## src/rtl/ped_crossing_ctrl.sv

```systemverilog
// ped_crossing_ctrl: pedestrian-side crossing controller paired with the vehicle traffic light
// Ports:
//   clk, rst_n    clock; asynchronous active-low reset
//   button        raw pedestrian push-button (asynchronous to clk)
//   veh_red       vehicle red lamp; veh_yellow monitored only; veh_green vehicle green lamp
//   veh_clock     vehicle phase countdown (8-bit unsigned)
//   pass_request  asks the vehicle controller to shorten green while a request is pending
//   req_pending   a qualified press is latched and not yet served
//   walk          WALK lamp; dont_walk DONT_WALK lamp (flashes near the end of red)
//   ped_count     countdown shown to pedestrians (vehicle clock while walking/flashing)
module ped_crossing_ctrl #(
    parameter int DEBOUNCE_CYC = 4,
    parameter int CLEAR_CYC    = 2,
    parameter int MIN_WALK     = 4,
    parameter int FLASH_THRESH = 3,
    parameter int FLASH_HALF   = 1
) (
    input  logic       clk,
    input  logic       rst_n,
    input  logic       button,
    input  logic       veh_red,
    input  logic       veh_yellow,
    input  logic       veh_green,
    input  logic [7:0] veh_clock,
    output logic       pass_request,
    output logic       req_pending,
    output logic       walk,
    output logic       dont_walk,
    output logic [7:0] ped_count
);
    localparam logic [2:0] S_IDLE  = 3'd0;
    localparam logic [2:0] S_WAIT  = 3'd1;
    localparam logic [2:0] S_CLEAR = 3'd2;
    localparam logic [2:0] S_WALK  = 3'd3;
    localparam logic [2:0] S_FLASH = 3'd4;
    localparam logic [7:0] DB_MAX   = 8'(DEBOUNCE_CYC);
    localparam logic [7:0] DB_LAST  = 8'(DEBOUNCE_CYC - 1);
    localparam logic [7:0] CLR_LAST = 8'(CLEAR_CYC - 1);
    localparam logic [7:0] FL_LAST  = 8'(FLASH_HALF - 1);
    localparam logic [7:0] MIN_W    = 8'(MIN_WALK);
    localparam logic [7:0] FLASH_T  = 8'(FLASH_THRESH);
    logic [1:0] sync;
    logic [7:0] deb_cnt;
    logic       press_evt;
    logic       red_q;
    logic [2:0] state;
    logic [2:0] nxt;
    logic [7:0] clr_cnt;
    logic [7:0] fl_cnt;
    logic       unused_yellow;
    // Yellow has no control role; yellow+red is simply red.
    assign unused_yellow = veh_yellow;
    always_comb begin
        nxt = state;
        case (state)
            S_IDLE:  nxt = press_evt ? S_WAIT : S_IDLE;
            // Start on a fresh red, or on an ongoing red with enough time left to cross.
            S_WAIT:  nxt = (veh_red && (!red_q || veh_clock >= MIN_W)) ? S_CLEAR : S_WAIT;
            S_CLEAR: nxt = (clr_cnt == CLR_LAST) ? S_WALK : S_CLEAR;
            S_WALK:  nxt = (veh_clock <= FLASH_T) ? S_FLASH : S_WALK;
            S_FLASH: nxt = (veh_clock == 8'd0) ? S_IDLE : S_FLASH;
            default: nxt = S_IDLE;
        endcase
        // Losing red while the crossing is committed always wins.
        if (!veh_red && (state == S_CLEAR || state == S_WALK || state == S_FLASH))
            nxt = S_IDLE;
    end
    always_ff @(posedge clk or negedge rst_n) begin
        if (!rst_n) begin
            sync         <= 2'b00;
            deb_cnt      <= 8'd0;
            press_evt    <= 1'b0;
            red_q        <= 1'b0;
            state        <= S_IDLE;
            clr_cnt      <= 8'd0;
            fl_cnt       <= 8'd0;
            pass_request <= 1'b0;
            req_pending  <= 1'b0;
            walk         <= 1'b0;
            dont_walk    <= 1'b1;
            ped_count    <= 8'd0;
        end else begin
            sync         <= {sync[0], button};
            deb_cnt      <= !sync[1] ? 8'd0 : (deb_cnt == DB_MAX ? deb_cnt : deb_cnt + 8'd1);
            // Fires only on the step into saturation, so a held button yields one event.
            press_evt    <= sync[1] && deb_cnt == DB_LAST;
            red_q        <= veh_red;
            state        <= nxt;
            clr_cnt      <= (state == S_CLEAR) ? clr_cnt + 8'd1 : 8'd0;
            pass_request <= req_pending & veh_green;
            if (nxt == S_WALK && state != S_WALK)
                req_pending <= 1'b0;
            else if (press_evt && (state == S_IDLE || state == S_WAIT))
                req_pending <= 1'b1;
            walk      <= nxt == S_WALK;
            ped_count <= (nxt == S_WALK || nxt == S_FLASH) ? veh_clock : 8'd0;
            if (nxt != S_FLASH) begin
                fl_cnt    <= 8'd0;
                dont_walk <= nxt != S_WALK;
            end else if (state != S_FLASH) begin
                fl_cnt    <= 8'd0;
                dont_walk <= 1'b1;
            end else if (fl_cnt == FL_LAST) begin
                fl_cnt    <= 8'd0;
                dont_walk <= ~dont_walk;
            end else begin
                fl_cnt    <= fl_cnt + 8'd1;
            end
        end
    end
endmodule

```

## config.mk

```make
export PLATFORM = sky130hd
export DESIGN_NAME = ped_crossing_ctrl
export DESIGN_NICKNAME = d
export VERILOG_FILES = /design/src/rtl/ped_crossing_ctrl.sv
export SDC_FILE = /design/constraint.sdc
export NUM_CORES = 1
export LEC_CHECK = 0
export BUFFER_PORTS_ARGS = -buffer_cell sky130_fd_sc_hd__buf_2
export CORE_MARGIN = 5
export CORE_UTILIZATION = 50
export CTS_CLUSTER_DIAMETER = 150
export DETAILED_ROUTE_END_ITERATION = 7
export PLACE_DENSITY = 0.79
export SETUP_SLACK_MARGIN = 0.02
export SYNTH_ARGS = -nofsm -noshare
export SYNTH_HDL_FRONTEND = slang
export SYNTH_SLANG_ARGS = --single-unit
```

## constraint.sdc

```tcl
create_clock -name clk -period 3.1 [get_ports clk]
set_input_delay 0.155 -clock clk [delete_from_list [all_inputs] [get_ports clk]]
set_output_delay 0.155 -clock clk [all_outputs]
set_load 0.01 [all_outputs]
```

**After elaboration in Yosys (flattened, before gate mapping)**

Index checks and enable logic that the tools add are counted.

- Bits in registers: 43
- Latch bits: 0
- Bits in writable memories: 0
- Bits in read-only memories: 0
- Bits of input ports: 14
- Output and inout port bits: 12
- Logic and storage cells: 69
- Memories: 0

- Add/sub/neg operators: 3
- $mul: 0
- Div/mod/pow operators: 0
- $lt $le $gt $ge: 2
- Equal/unequal tests: 14
- Shift operators: 0
- Muxes and demuxes: 19
- Bitwise operators: 2
- Reductions and logical operators: 17

Operator list:

| kind | number |
|---|---|
| $mux W8 | 7 |
| $add A8 B1 Y8 const B | 3 |
| $logic_not A8 Y1 | 2 |
| $pmux W3 S5 | 1 |
| $eq A3 B2 Y1 const B | 3 |
| $mux W3 | 3 |
| $eq A8 B1 Y1 const B | 1 |
| $eq A8 B2 Y1 const B | 1 |
| $eq A8 B3 Y1 const B | 1 |
| $ge A8 B3 Y1 const B | 1 |
| $le A8 B2 Y1 const B | 1 |
| $mux W1 | 7 |
| $eq A3 B3 Y1 const B | 2 |
| $ne A3 B2 Y1 const B | 2 |
| $ne A3 B3 Y1 const B | 2 |
| $logic_and A1 B1 Y1 | 5 |
| $logic_or A1 B1 Y1 | 5 |
| $eq A3 B1 Y1 const B | 1 |
| $logic_not A3 Y1 | 1 |
| $reduce_bool A3 Y1 | 1 |
| $logic_not A1 Y1 | 2 |
| $mux W2 | 1 |
| $ne A2 B2 Y1 const B | 1 |
| $reduce_bool A2 Y1 | 1 |
| 2 further kinds | 2 |

**Logic depth before layout (Yosys ltp)**

Gate-level depths: netlist of run 1.

- Word-level depth: 9
- Depth in mapped cells: 6
- Mapped depth without buffers: 6

**Least setup slack after synthesis of run 1**

No wires, ideal clock.

- Kind: reg2reg
- From: register clr_cnt[1]
- To: register dont_walk
- Library setup time: 0.081 ns
- Arrival: 1.610 ns
- Required time: 3.019 ns
- Setup slack: 1.409 ns
- Cell stages (with the launch flop): 7
- Path buffers: 0
- Period minus slack after synthesis: 1.691 ns
- Cell sequence: dfrtp_1 -> inv_1 -> ha_1 -> or4b_4 -> nor4_4 -> a211oi_4 -> o221a_1

- Word-level cells in the longest chain between the ends: 6
- Elaborated cells on any way between the ends: 8
- Classes of those cells: 3 x eq/ne; 4 x mux; 1 x reduce/logical

Ends and longest elaborated chain:

| element | line | text |
|---|---|---|
| start, declared | 48 | `logic [7:0] clr_cnt;` |
| start signal, assigned | 89 | `clr_cnt <= (state == S_CLEAR) ? clr_cnt + 8'd1 : 8'd0;` |
| $eq A8 B1 Y1 (*) | 59 | `S_CLEAR: nxt = (clr_cnt == CLR_LAST) ? S_WALK : S_CLEAR;` |
| $mux W1 (*) | 59 |  |
| $pmux W3 S5 (*) | 55 | `case (state)` |
| $mux W3 (*) | 65 | `if (!veh_red && (state == S_CLEAR \|\| state == S_WALK \|\| state == S_FLASH))` |
| $ne A3 B3 Y1 or $ne A3 B2 Y1 (tied branches) | 97, 99 |  |
| $reduce_bool A3 Y1 (no line) or $mux W1 (tied branches) | - |  |
| end signal, assigned | 105 | `dont_walk <= ~dont_walk;` |
| end, declared | 28 | `output logic dont_walk,` |

Every way passes the cells marked *; elsewhere a longest branch is shown, timed or not.
A chain may end at the register's enable or synchronous reset.

**Worst setup path after layout of run 1**

- From: register fl_cnt[0]
- To: register dont_walk

- Word-level cells in the longest chain between the ends: 2

Ends and longest elaborated chain:

| element | line | text |
|---|---|---|
| start, declared | 49 | `logic [7:0] fl_cnt;` |
| start signal, assigned | 107 | `fl_cnt <= fl_cnt + 8'd1;` |
| $logic_not A8 Y1 | 103 | `end else if (fl_cnt == FL_LAST) begin` |
| $reduce_bool A3 Y1 (no line) | - |  |

Every way passes these cells.

==> flow_metrics.env, run 1 <==
export IMPL_required_ns=3.33
export IMPL_die_height_um=74.9
export IMPL_syn_area_per_cell_um2=10.6
export IMPL_numCtsBuffers=5
export IMPL_synth_compound_area_share_pct=10.2
export IMPL_cts_sinks=43
export IMPL_use_met2_pct=26.1
export IMPL_met1_usage_pct=17.6
export IMPL_rows=23
export IMPL_dp_hpwl_um=2570
export IMPL_regArea_um2=1080
export IMPL_arrival_ns=2.06
export IMPL_worstMarginPinSlew_ns=0.921
export IMPL_r2r_start="fl_cnt[0]"
export IMPL_irDropWorstVdd_uv=287
export IMPL_p_clk_share_pct=34.2
export IMPL_async_flop_share_pct=100
export IMPL_ant_nets=0
export IMPL_ys_warn_count=0
export IMPL_initial_core_util_pct=52.3
export IMPL_grt_first_pass_wirelength_um=6520
export IMPL_seq_power_share_pct=56.0
export IMPL_synth_simple_area_share_pct=23.6
export IMPL_pwr_share_comb_pct=9.7
export IMPL_sw_frac_of_total_pct=24.7
export IMPL_slew_headroom_pct=38.6
export IMPL_die_area_um2=5610
export IMPL_drt_iter0_drc=112
export IMPL_fin_hold_ws_ns=-0.00764
export IMPL_clkTransAtPathRegs_ns=0.08
export IMPL_busiest_layer="met2"
export IMPL_final_setup_viol_count=0
export IMPL_critPathKind="register to register"
export IMPL_ys_seq_elements=43
export IMPL_finalCritPeriodShare_pct=58.9
export IMPL_diodes=0
export IMPL_grt_overflow=0
export IMPL_cts_root_buf="clkbuf_8"
export IMPL_cap_violations=0
export IMPL_yosys_top_cells_area="dfrtp_1, xor2_1, nand3_1, nor2_1, ha_1"
export IMPL_ios=26
export IMPL_timing_rr_end="dont_walk"
export IMPL_place_gp_congestion=0.813
export IMPL_p_per_area_nw_per_um2=446
export IMPL_critPathSlowestCell="or4b_1"
export IMPL_synth_top_cell_area_share_pct=49.9
export IMPL_hold_path_class="input pin to async pin"
export IMPL_multi_input_area_um2=945
export IMPL_synthMuxAreaShare_pct=0
export IMPL_routedWlPerCell_um=12.9
export IMPL_cts_max_path_buffers=2
export IMPL_cp_end_kind="register"
export IMPL_dp_cells=269
export IMPL_max_freq_mhz=547
export IMPL_rrSetupSlack_ns=1.27
export IMPL_antenna_found_initial=0
export IMPL_maxSlewViolCount=0
export IMPL_synth_xor_area_share_pct=7.48
export IMPL_synth_edff_count=0
export IMPL_syn_inst=199
export IMPL_grt_setup_unrepaired="false"
export IMPL_p_int_uw=797
export IMPL_synth_fa_ha_area_share_pct=3.56
export IMPL_met3_usage_pct=4.27
export IMPL_yosysUniqueCellTypes=45
export IMPL_cts_setup_buffers=0
export IMPL_dr_pass1_iters=5
export IMPL_crit_path_start_kind="register"
export IMPL_cpPeakStageDelay_ns=0.45
export IMPL_netlist_area_um2=2110
export IMPL_synth_nets=219
export IMPL_p_switching_uw=261
export IMPL_drc=0
export IMPL_violations="negative hold slack"
export IMPL_cts_htree_levels=2
export IMPL_final_core_util_pct=58.9
export IMPL_yosysSeqAreaShare_pct=51.1
export IMPL_instances_no_fill=278
export IMPL_grtUsageTotal_pct=15.0
export IMPL_leakage_nw=1.14
export IMPL_layout_drive_gt1_share_pct=19.3
export IMPL_n_fill_cell=348
export IMPL_grt_pass1_vias=1540
export IMPL_synth_flop_cell="dfrtp_1"
export IMPL_final_hold_viol_count=15
export IMPL_reg2reg_depth=6
export IMPL_vias=1484
export IMPL_dp_slack_ns=1.27
export IMPL_routed_wl_um=3590
export IMPL_synth_area_leader_cell="dfrtp_1"
export IMPL_crit_fanout=9
export IMPL_insertion_delay_ns=0.29
export IMPL_fin_skew_ns=0.0117
export IMPL_cts_tree="done"
export IMPL_setup_slack_ns=1.27
export IMPL_die_w_um=74.9
export IMPL_period_needed_ns=1.83
export IMPL_status="complete, but fails checks"
export IMPL_grt_max_degree=44
export IMPL_viasPerCell=5.34
export IMPL_synth_top_family_by_area="simple AND/OR/NAND/NOR gates"
export IMPL_area_growth_pct=12.6
export IMPL_crit_chain="inv_1, ha_1, or4b_1, nor4_2, nand3b_2, o221a_1"
export IMPL_setup_tns_ns=0
export IMPL_nets=247
export IMPL_place_port_buffers=24
export IMPL_coreArea_um2=4030
power groups by stage:
stage          clock network, mW  logic (mW)  registers (mW)
6_report                   0.362       0.103           0.593
2_1_floorplan                  0      0.0717           0.599
3_5_place_dp                   0       0.103           0.604
4_1_cts                    0.377       0.104           0.593
5_1_grt                    0.398       0.119           0.597
3_3_place_gp                   0       0.101           0.604
cell usage after synthesis, drive strengths merged, types with 2 or more instances:
cell type	count
or4b	2
nor2	21
nand3	17
nand2	7
dfrtp	42
or3	2
a21oi	3
clkbuf	2
o21ai	4
nor4	4
inv	18
nor2b	3
or3b	2
xor2	10
buf	2
ha	6
and3	7
nand3b	2
o22ai	8
nand2b	2
a31oi	2
and2	8
nand4	3
xnor2	8
worst max path at each step:
stage | startpoint | end | slack [ns] | cells after the start
after floorplan | clr_cnt[1] | dont_walk | 1.41 | 6
after global placement | fl_cnt[0] | dont_walk | 1.34 | 6
after detailed placement | fl_cnt[0] | dont_walk | 1.27 | 6
after CTS | fl_cnt[0] | dont_walk | 1.26 | 6
after global routing | fl_cnt[0] | dont_walk | 1.11 | 6
final | fl_cnt[0] | dont_walk | 1.27 | 6
per-layer routing:
metal	vias to the layer above	part of all wire, %
li1	741	-
met1	709	44
met2	30	50
met3	4	5.8
met4	0	0.64
met5	-	0
placed cells by master (no fill, tap or decap), drive strengths merged, types with 2 or more instances in the layout:
cell	instances
or3b	2
o21ai	4
or4b	2
nand2b	2
xor2	10
a21oi	3
a31oi	2
dfrtp	42
and2	8
buf	24
nor2b	3
o22ai	8
nand3	17
and3	7
inv	18
nand3b	2
or3	2
xnor2	8
ha	6
clkbuf	7
nor2	21
nand4	3
nor4	4
nand2	7
sequential cells by signal, indices dropped and copies added (netlist names), 2 cells and up:
signal and count:
clr_cnt 8, deb_cnt 8, fl_cnt 8, ped_count 8
state 3, sync 2
cells by family after synthesis:
family,after synthesis
and+or+nand+nor,83
DFF,43
AOI/OAI and AO/OA,27
buffers and inverters,22
xor gates and xnor gates,18
adders and majority gates,6
cell type report:
class | count | area share, %
repair buffers | 25 | 5.48
well taps | 50 | 2.64
inverters | 18 | 2.85
flip-flops and latches | 43 | 45.4
multi-input cells | 134 | 39.8
clock inverters | 1 | 0.211
clock buffers | 7 | 3.64
timing repair:
item,CTS,global route
hold buffers,1,0
gates resized for setup,0,0
hold endpoints to repair,1,0
critical path, delay by kind of cell (launching register included):
family	cells	cell delay, ns
flip-flops	1	0.43
AO/OA/AOI/OAI	1	0.23
AND/OR/NAND/NOR	3	0.89
adder cells (fa/ha/maj)	1	0.13
buffers and inverters	1	0.08
per-stage QoR:
stage	cell area (um2)	hold slack (ns)	power (mW)
2_1_floorplan	2110	-0.141	0.670
3_3_place_gp	2270	0.263	0.705
3_5_place_dp	2270	0.265	0.707
4_1_cts	2370	0.0172	1.07
5_1_grt	2370	0.0550	1.11
6_report	2370	-0.00764	1.06
Note: power is estimated with default switching activity, not from simulation.
==> run 2, diff against run 1 <==
Settings changed: ABC_AREA set to 1.
Clock period 3.1 ns to 1.8 ns, I/O delays scaled along.
==> flow_metrics.env, run 2 <==
export IMPL_cap_violations=0
export IMPL_max_freq_mhz=672
export IMPL_synth_area_leader_cell="dfrtp_1"
export IMPL_layout_drive_gt1_share_pct=25.2
export IMPL_finalCritPeriodShare_pct=82.7
export IMPL_syn_inst=213
export IMPL_leakage_nw=1.16
export IMPL_initial_core_util_pct=51.2
export IMPL_status="completed"
export IMPL_grt_overflow=0
export IMPL_yosysUniqueCellTypes=34
export IMPL_yosys_top_cells_area="dfrtp_1, inv_1, nand2_1, nor2_1, ha_1"
export IMPL_ys_warn_count=0
export IMPL_final_common_cell="dfrtp_1"
export IMPL_routed_wl_um=3530
export IMPL_cts_tree="done"
export IMPL_cp_end_kind="register"
export IMPL_fin_hold_ws_ns=0.0333
export IMPL_area_growth_pct=15.5
export IMPL_worstMarginPinSlew_ns=0.514
export IMPL_ys_seq_elements=43
export IMPL_r2r_start="state[2]"
export IMPL_grt_first_pass_wirelength_um=6100
export IMPL_critPathKind="register to register"
export IMPL_crit_fanout=9
export IMPL_die_w_um=73.8
export IMPL_timing_rr_end="fl_cnt[4]"
export IMPL_pwr_share_comb_pct=24.0
export IMPL_cp_top_family="simple AND/OR/NAND/NOR gates"
export IMPL_crit_chain="inv_2, nand2_2, nor2_1, nand4_1, nand2_2, nand4_4, nor3_2"
export IMPL_crit_path_start_kind="register"
export IMPL_reg2reg_depth=7
export IMPL_grt_max_degree=44
export IMPL_p_switching_uw=759
export IMPL_synth_top_cell_area_share_pct=51.7
export IMPL_final_cell_mix="dfrtp_1, inv_1, nand2_1, buf_2, nor2_1"
export IMPL_irDropWorstVdd_uv=556
export IMPL_antenna_found_initial=0
export IMPL_period_needed_ns=1.49
export IMPL_min_delay_start="veh_clock[1]"
export IMPL_grt_setup_unrepaired="false"
export IMPL_sw_frac_of_total_pct=32.8
export IMPL_die_area_um2=5440
export IMPL_coreArea_um2=3970
export IMPL_crit_buf_inv=1
export IMPL_fin_skew_ns=0.00683
export IMPL_final_setup_viol_count=0
export IMPL_rows=23
export IMPL_multi_input_area_um2=833
export IMPL_cpPeakStageDelay_ns=0.39
export IMPL_synth_flop_cell="dfrtp_1"
export IMPL_routedWlPerCell_um=11.8
export IMPL_slew_headroom_pct=65.7
export IMPL_drc=0
export IMPL_seq_power_share_pct=50.0
export IMPL_arrival_ns=1.70
export IMPL_yosysSeqAreaShare_pct=53.0
export IMPL_synth_common_cells="dfrtp_1, inv_1, nand2_1"
export IMPL_required_ns=2.01
export IMPL_synth_edff_count=0
export IMPL_dr_pass1_iters=4
export IMPL_yosys_cell_count_top_type="dfrtp_1"
export IMPL_cts_setup_buffers=0
export IMPL_die_height_um=73.8
export IMPL_vias=1526
export IMPL_viasPerCell=5.09
export IMPL_hold_path_class="input pin to register"
export IMPL_ant_nets=0
export IMPL_p_int_mw=1.55
export IMPL_maxSlewViolCount=0
export IMPL_nets=269
export IMPL_cts_sinks=43
export IMPL_regArea_um2=1080
export IMPL_holdPathEnd="ped_count[1]"
export IMPL_setup_tns_ns=0
export IMPL_netlist_area_um2=2030
export IMPL_async_flop_share_pct=100
export IMPL_synth_nets=233
export IMPL_place_port_buffers=24
export IMPL_grt_pass1_vias=1446
export IMPL_syn_area_per_cell_um2=9.55
export IMPL_place_gp_congestion=0.869
export IMPL_clkTransAtPathRegs_ns=0.08
export IMPL_rrSetupSlack_ns=0.31
export IMPL_cp_common_cell="nand2_2"
export IMPL_numCtsBuffers=5
export IMPL_cts_root_buf="clkbuf_8"
export IMPL_cts_htree_levels=2
export IMPL_p_clk_share_pct=26.0
export IMPL_dp_hpwl_um=2500
export IMPL_n_fill_cell=340
export IMPL_grtUsageTotal_pct=14.6
export IMPL_critPathSlowestCell="dfrtp_1"
export IMPL_p_per_area_nw_per_um2=984
export IMPL_diodes=0
export IMPL_final_hold_viol_count=0
export IMPL_cts_max_path_buffers=2
export IMPL_drt_iter0_drc=72
export IMPL_min_path_cells=3
export IMPL_ios=26
export IMPL_insertion_delay_ns=0.30
-- run 2: cell types whose count changed in the layout (fill, tap and decap cells not counted), sizes merged, moves of 5 or more --
cell,before,now
a21boi,1,6
a21oi,3,12
and2,8,0
inv,18,33
nand2,7,31
nand3,17,11
nor2,21,28
nor3,1,11
o22ai,8,0
xnor2,8,2
xor2,10,3
-- run 2: worst max-delay path by stage --
stage                         to  cells past startpoint  slack (ns)       start
CTS                 ped_count[6]                      9        0.30  clr_cnt[1]
detailed placement  ped_count[6]                      9        0.31  clr_cnt[1]
floorplan           ped_count[0]                      9        0.49  clr_cnt[1]
finish                 fl_cnt[4]                      7        0.31    state[2]
global placement    ped_count[6]                      9        0.40  clr_cnt[1]
global route           fl_cnt[4]                      7        0.19    state[2]
-- run 2: cell families after synthesis --
logic type | count (synthesis) | share of synthesized area, %
AOI/OAI and AO/OA | 26 | 8.12
xor gates and xnor gates | 5 | 2.15
adders and majority gates | 6 | 3.69
buffers and inverters | 33 | 6.09
DFF | 43 | 53.0
and+or+nand+nor | 100 | 27.0
-- run 2: tightest hold or removal path, cell delays in order --
cell	delay (ns)
buf_2	0.09
inv_1	0.07
a21oi_1	0.04
-- run 2: timing repair --
item | CTS | global route
hold buffers | 4 | 0
hold endpoints to repair | 45 | 0
gates resized for setup | 0 | 0
-- run 2: routing by layer --
metal / global-route usage [%] / share of wire (%) / vias up
met1: 17.7 / 45 / 728
met5: 0 / 0 / -
met4: 6.24 / 1.5 / 0
met3: 5.06 / 4.7 / 7
li1: - / - / 770
met2: 23.5 / 48 / 21
-- run 2: layout make-up --
type,count,area share [%]
repair buffers,29,7.14
multi-input cells,137,35.5
inverters,33,5.27
flip-flops and latches,43,45.8
clock buffers,6,3.09
clock inverters,2,0.532
well taps,50,2.66
-- run 2: per-stage QoR --
step	total power [mW]	cell area [um2]	utilization, %	setup WS [ns]	cells
after detailed placement	1.73	2220	56.0	0.313	288
after CTS	2.34	2350	59.2	0.303	300
after floorplan	1.56	2030	-	0.493	213
after global placement	1.70	2220	56.0	0.402	288
after global routing	2.47	2350	59.2	0.192	300
final	2.31	2350	59.2	0.312	300
-- run 2: power groups by stage --
| stage | Combinational (mW) | Clock [mW] | Sequential, mW |
|---|---|---|---|
| finish | 0.555 | 0.601 | 1.16 |
| global route | 0.630 | 0.662 | 1.17 |
| CTS | 0.561 | 0.628 | 1.16 |
| detailed placement | 0.550 | 0 | 1.18 |
| global placement | 0.535 | 0 | 1.17 |
| floorplan | 0.383 | 0 | 1.18 |
==> run 3, diff against run 2 <==
Clock period 1.8 ns to 1.45 ns, I/O delays scaled along.
==> flow_metrics.env, run 3 (synthesized netlist as in run 2, its figures left out) <==
export IMPL_finalCritPeriodShare_pct=103
export IMPL_place_gp_congestion=0.852
export IMPL_p_switching_mw=1.10
export IMPL_leakage_nw=1.24
export IMPL_cpPeakStageDelay_ns=0.40
export IMPL_period_needed_ns=1.49
export IMPL_final_hold_viol_count=0
export IMPL_timing_rr_end="ped_count[5]"
export IMPL_ios=26
export IMPL_numCtsBuffers=5
export IMPL_p_per_area_nw_per_um2=1330
export IMPL_pwr_share_comb_pct=29.8
export IMPL_layout_drive_gt1_share_pct=31.8
export IMPL_routed_wl_um=4000
export IMPL_top_layer_used="met4"
export IMPL_critPathKind="register to register"
export IMPL_drc=0
export IMPL_crit_path_start_kind="register"
export IMPL_wl_met3_um=208
export IMPL_slew_headroom_pct=65.5
export IMPL_reg2reg_depth=9
export IMPL_maxSlewViolCount=0
export IMPL_insertion_delay_ns=0.29
export IMPL_fin_skew_ns=0.00889
export IMPL_max_freq_mhz=670
export IMPL_dr_pass1_iters=4
export IMPL_instances_no_fill=311
export IMPL_sw_frac_of_total_pct=32.1
export IMPL_p_clk_share_pct=28.0
export IMPL_vias=1616
export IMPL_dp_cells=289
export IMPL_cts_sinks=43
export IMPL_r2r_start="state[2]"
export IMPL_grt_pass1_vias=1496
export IMPL_antenna_found_initial=0
export IMPL_grt_overflow=0
export IMPL_route_met2_wl_um=2020
export IMPL_multi_input_area_um2=922
export IMPL_crit_chain="inv_2, nand2_1, nor2_1, nand2_1, nand2_1, nor2_2, nand2_2, nand3_4, a21boi_1"
export IMPL_ant_nets=0
export IMPL_crit_path_end="ped_count[5]"
export IMPL_cp_top_family="simple AND/OR/NAND/NOR gates"
export IMPL_cts_htree_levels=2
export IMPL_drt_iter0_drc=69
export IMPL_nets=280
export IMPL_crit_buf_inv=1
export IMPL_worstSetupStartpoint="state[2]"
export IMPL_clkTransAtPathRegs_ns=0.08
export IMPL_grt_max_degree=44
export IMPL_seq_power_share_pct=42.2
export IMPL_cts_tree="done"
export IMPL_p_int_mw=2.31
export IMPL_grt_setup_unrepaired="true"
export IMPL_place_port_buffers=24
export IMPL_cap_violations=0
export IMPL_final_common_cell="dfrtp_1"
export IMPL_required_ns=1.66
export IMPL_die_area_um2=5440
export IMPL_cp_depth=9
export IMPL_hold_path_class="input pin to register"
export IMPL_coreArea_um2=3970
export IMPL_rrSetupSlack_ns=-0.04
export IMPL_setup_slack_ns=-0.0425
export IMPL_setup_tns_ns=-0.0425
export IMPL_crit_fanout=5
export IMPL_irDropWorstVdd_uv=909
export IMPL_arrival_ns=1.70
export IMPL_cp_end_kind="register"
export IMPL_routedWlPerCell_um=12.9
export IMPL_area_growth_pct=25.6
export IMPL_cp_common_cell="nand2_1"
export IMPL_final_cell_mix="dfrtp_1, inv_1, nand2_1, buf_2, nor2_1"
export IMPL_critPathSlowestCell="dfrtp_1"
export IMPL_die_height_um=73.8
export IMPL_diodes=0
export IMPL_regArea_um2=1080
export IMPL_worstMarginPinSlew_ns=0.517
export IMPL_viasPerCell=5.20
export IMPL_status="complete, but fails checks"
export IMPL_n_fill_cell=296
export IMPL_wl_met1_um=1690
export IMPL_initial_core_util_pct=51.2
export IMPL_die_w_um=73.8
export IMPL_violations="negative setup slack"
export IMPL_grt_first_pass_wirelength_um=6300
export IMPL_dp_hpwl_um=2580
export IMPL_final_setup_viol_count=1
export IMPL_cts_root_buf="clkbuf_8"
export IMPL_rows=23
export IMPL_fin_hold_ws_ns=0.0245
export IMPL_dp_slack_ns=-0.0433
export IMPL_grtUsageTotal_pct=15.0
export IMPL_cts_max_path_buffers=2
## run 3: area by class of cell
type                            count  share of cell area [%]
Tap cell                           50                    2.45
Multi-Input combinational cell    139                    36.1
Timing Repair Buffer               38                    9.79
Inverter                           33                    4.94
Sequential cell                    43                    42.1
Clock inverter                      2                    1.37
Clock buffer                        6                    3.23
## run 3: worst min-delay path: stages
cell	delay (ns)
buf_2	0.09
inv_1	0.08
a21oi_2	0.04
## run 3: through the flow
step	power [mW]	utilization (%)	area, um2
6_report	3.41	64.4	2560
5_1_grt	3.58	64.4	2560
3_3_place_gp	2.14	56.2	2230
4_1_cts	3.20	61.0	2420
3_5_place_dp	2.18	56.2	2230
2_1_floorplan	1.94	-	2030
## run 3: timing repair
| item | in CTS | in global routing |
|---|---|---|
| cloned | 1 | 1 |
| endpoints found under the hold margin | 46 | 0 |
| pin swaps | 0 | 4 |
| hold buffers | 5 | 0 |
| endpoints found under the setup margin | 9 | 23 |
| gates resized for setup | 2 | 12 |
| buffers inserted | 0 | 7 |
## run 3: worst min-delay path by stage
stage / slack [ns] / from / end / depth (start not counted)
floorplan: -0.22 / rst_n / clr_cnt[0] / 0
global placement: 0.17 / rst_n / clr_cnt[3] / 2
detailed placement: 0.17 / rst_n / clr_cnt[3] / 2
CTS: 0.003 / veh_clock[1] / ped_count[1] / 3
global route: 0.008 / veh_clock[1] / ped_count[1] / 3
finish: 0.02 / veh_clock[1] / ped_count[1] / 3
## run 3: power by group through the flow
stage	combinational [mW]	sequential, mW	clock [mW]
3_5_place_dp	0.722	1.46	0
6_report	1.02	1.44	0.954
3_3_place_gp	0.687	1.45	0
2_1_floorplan	0.476	1.47	0
4_1_cts	0.781	1.43	0.984
5_1_grt	1.10	1.46	1.02
## run 3: metal layers
layer / GRT usage [%] / up-vias
li1: - / 794
met3: 3.83 / 8
met5: 0 / -
met4: 7.24 / 0
met2: 25.3 / 38
met1: 17.6 / 776
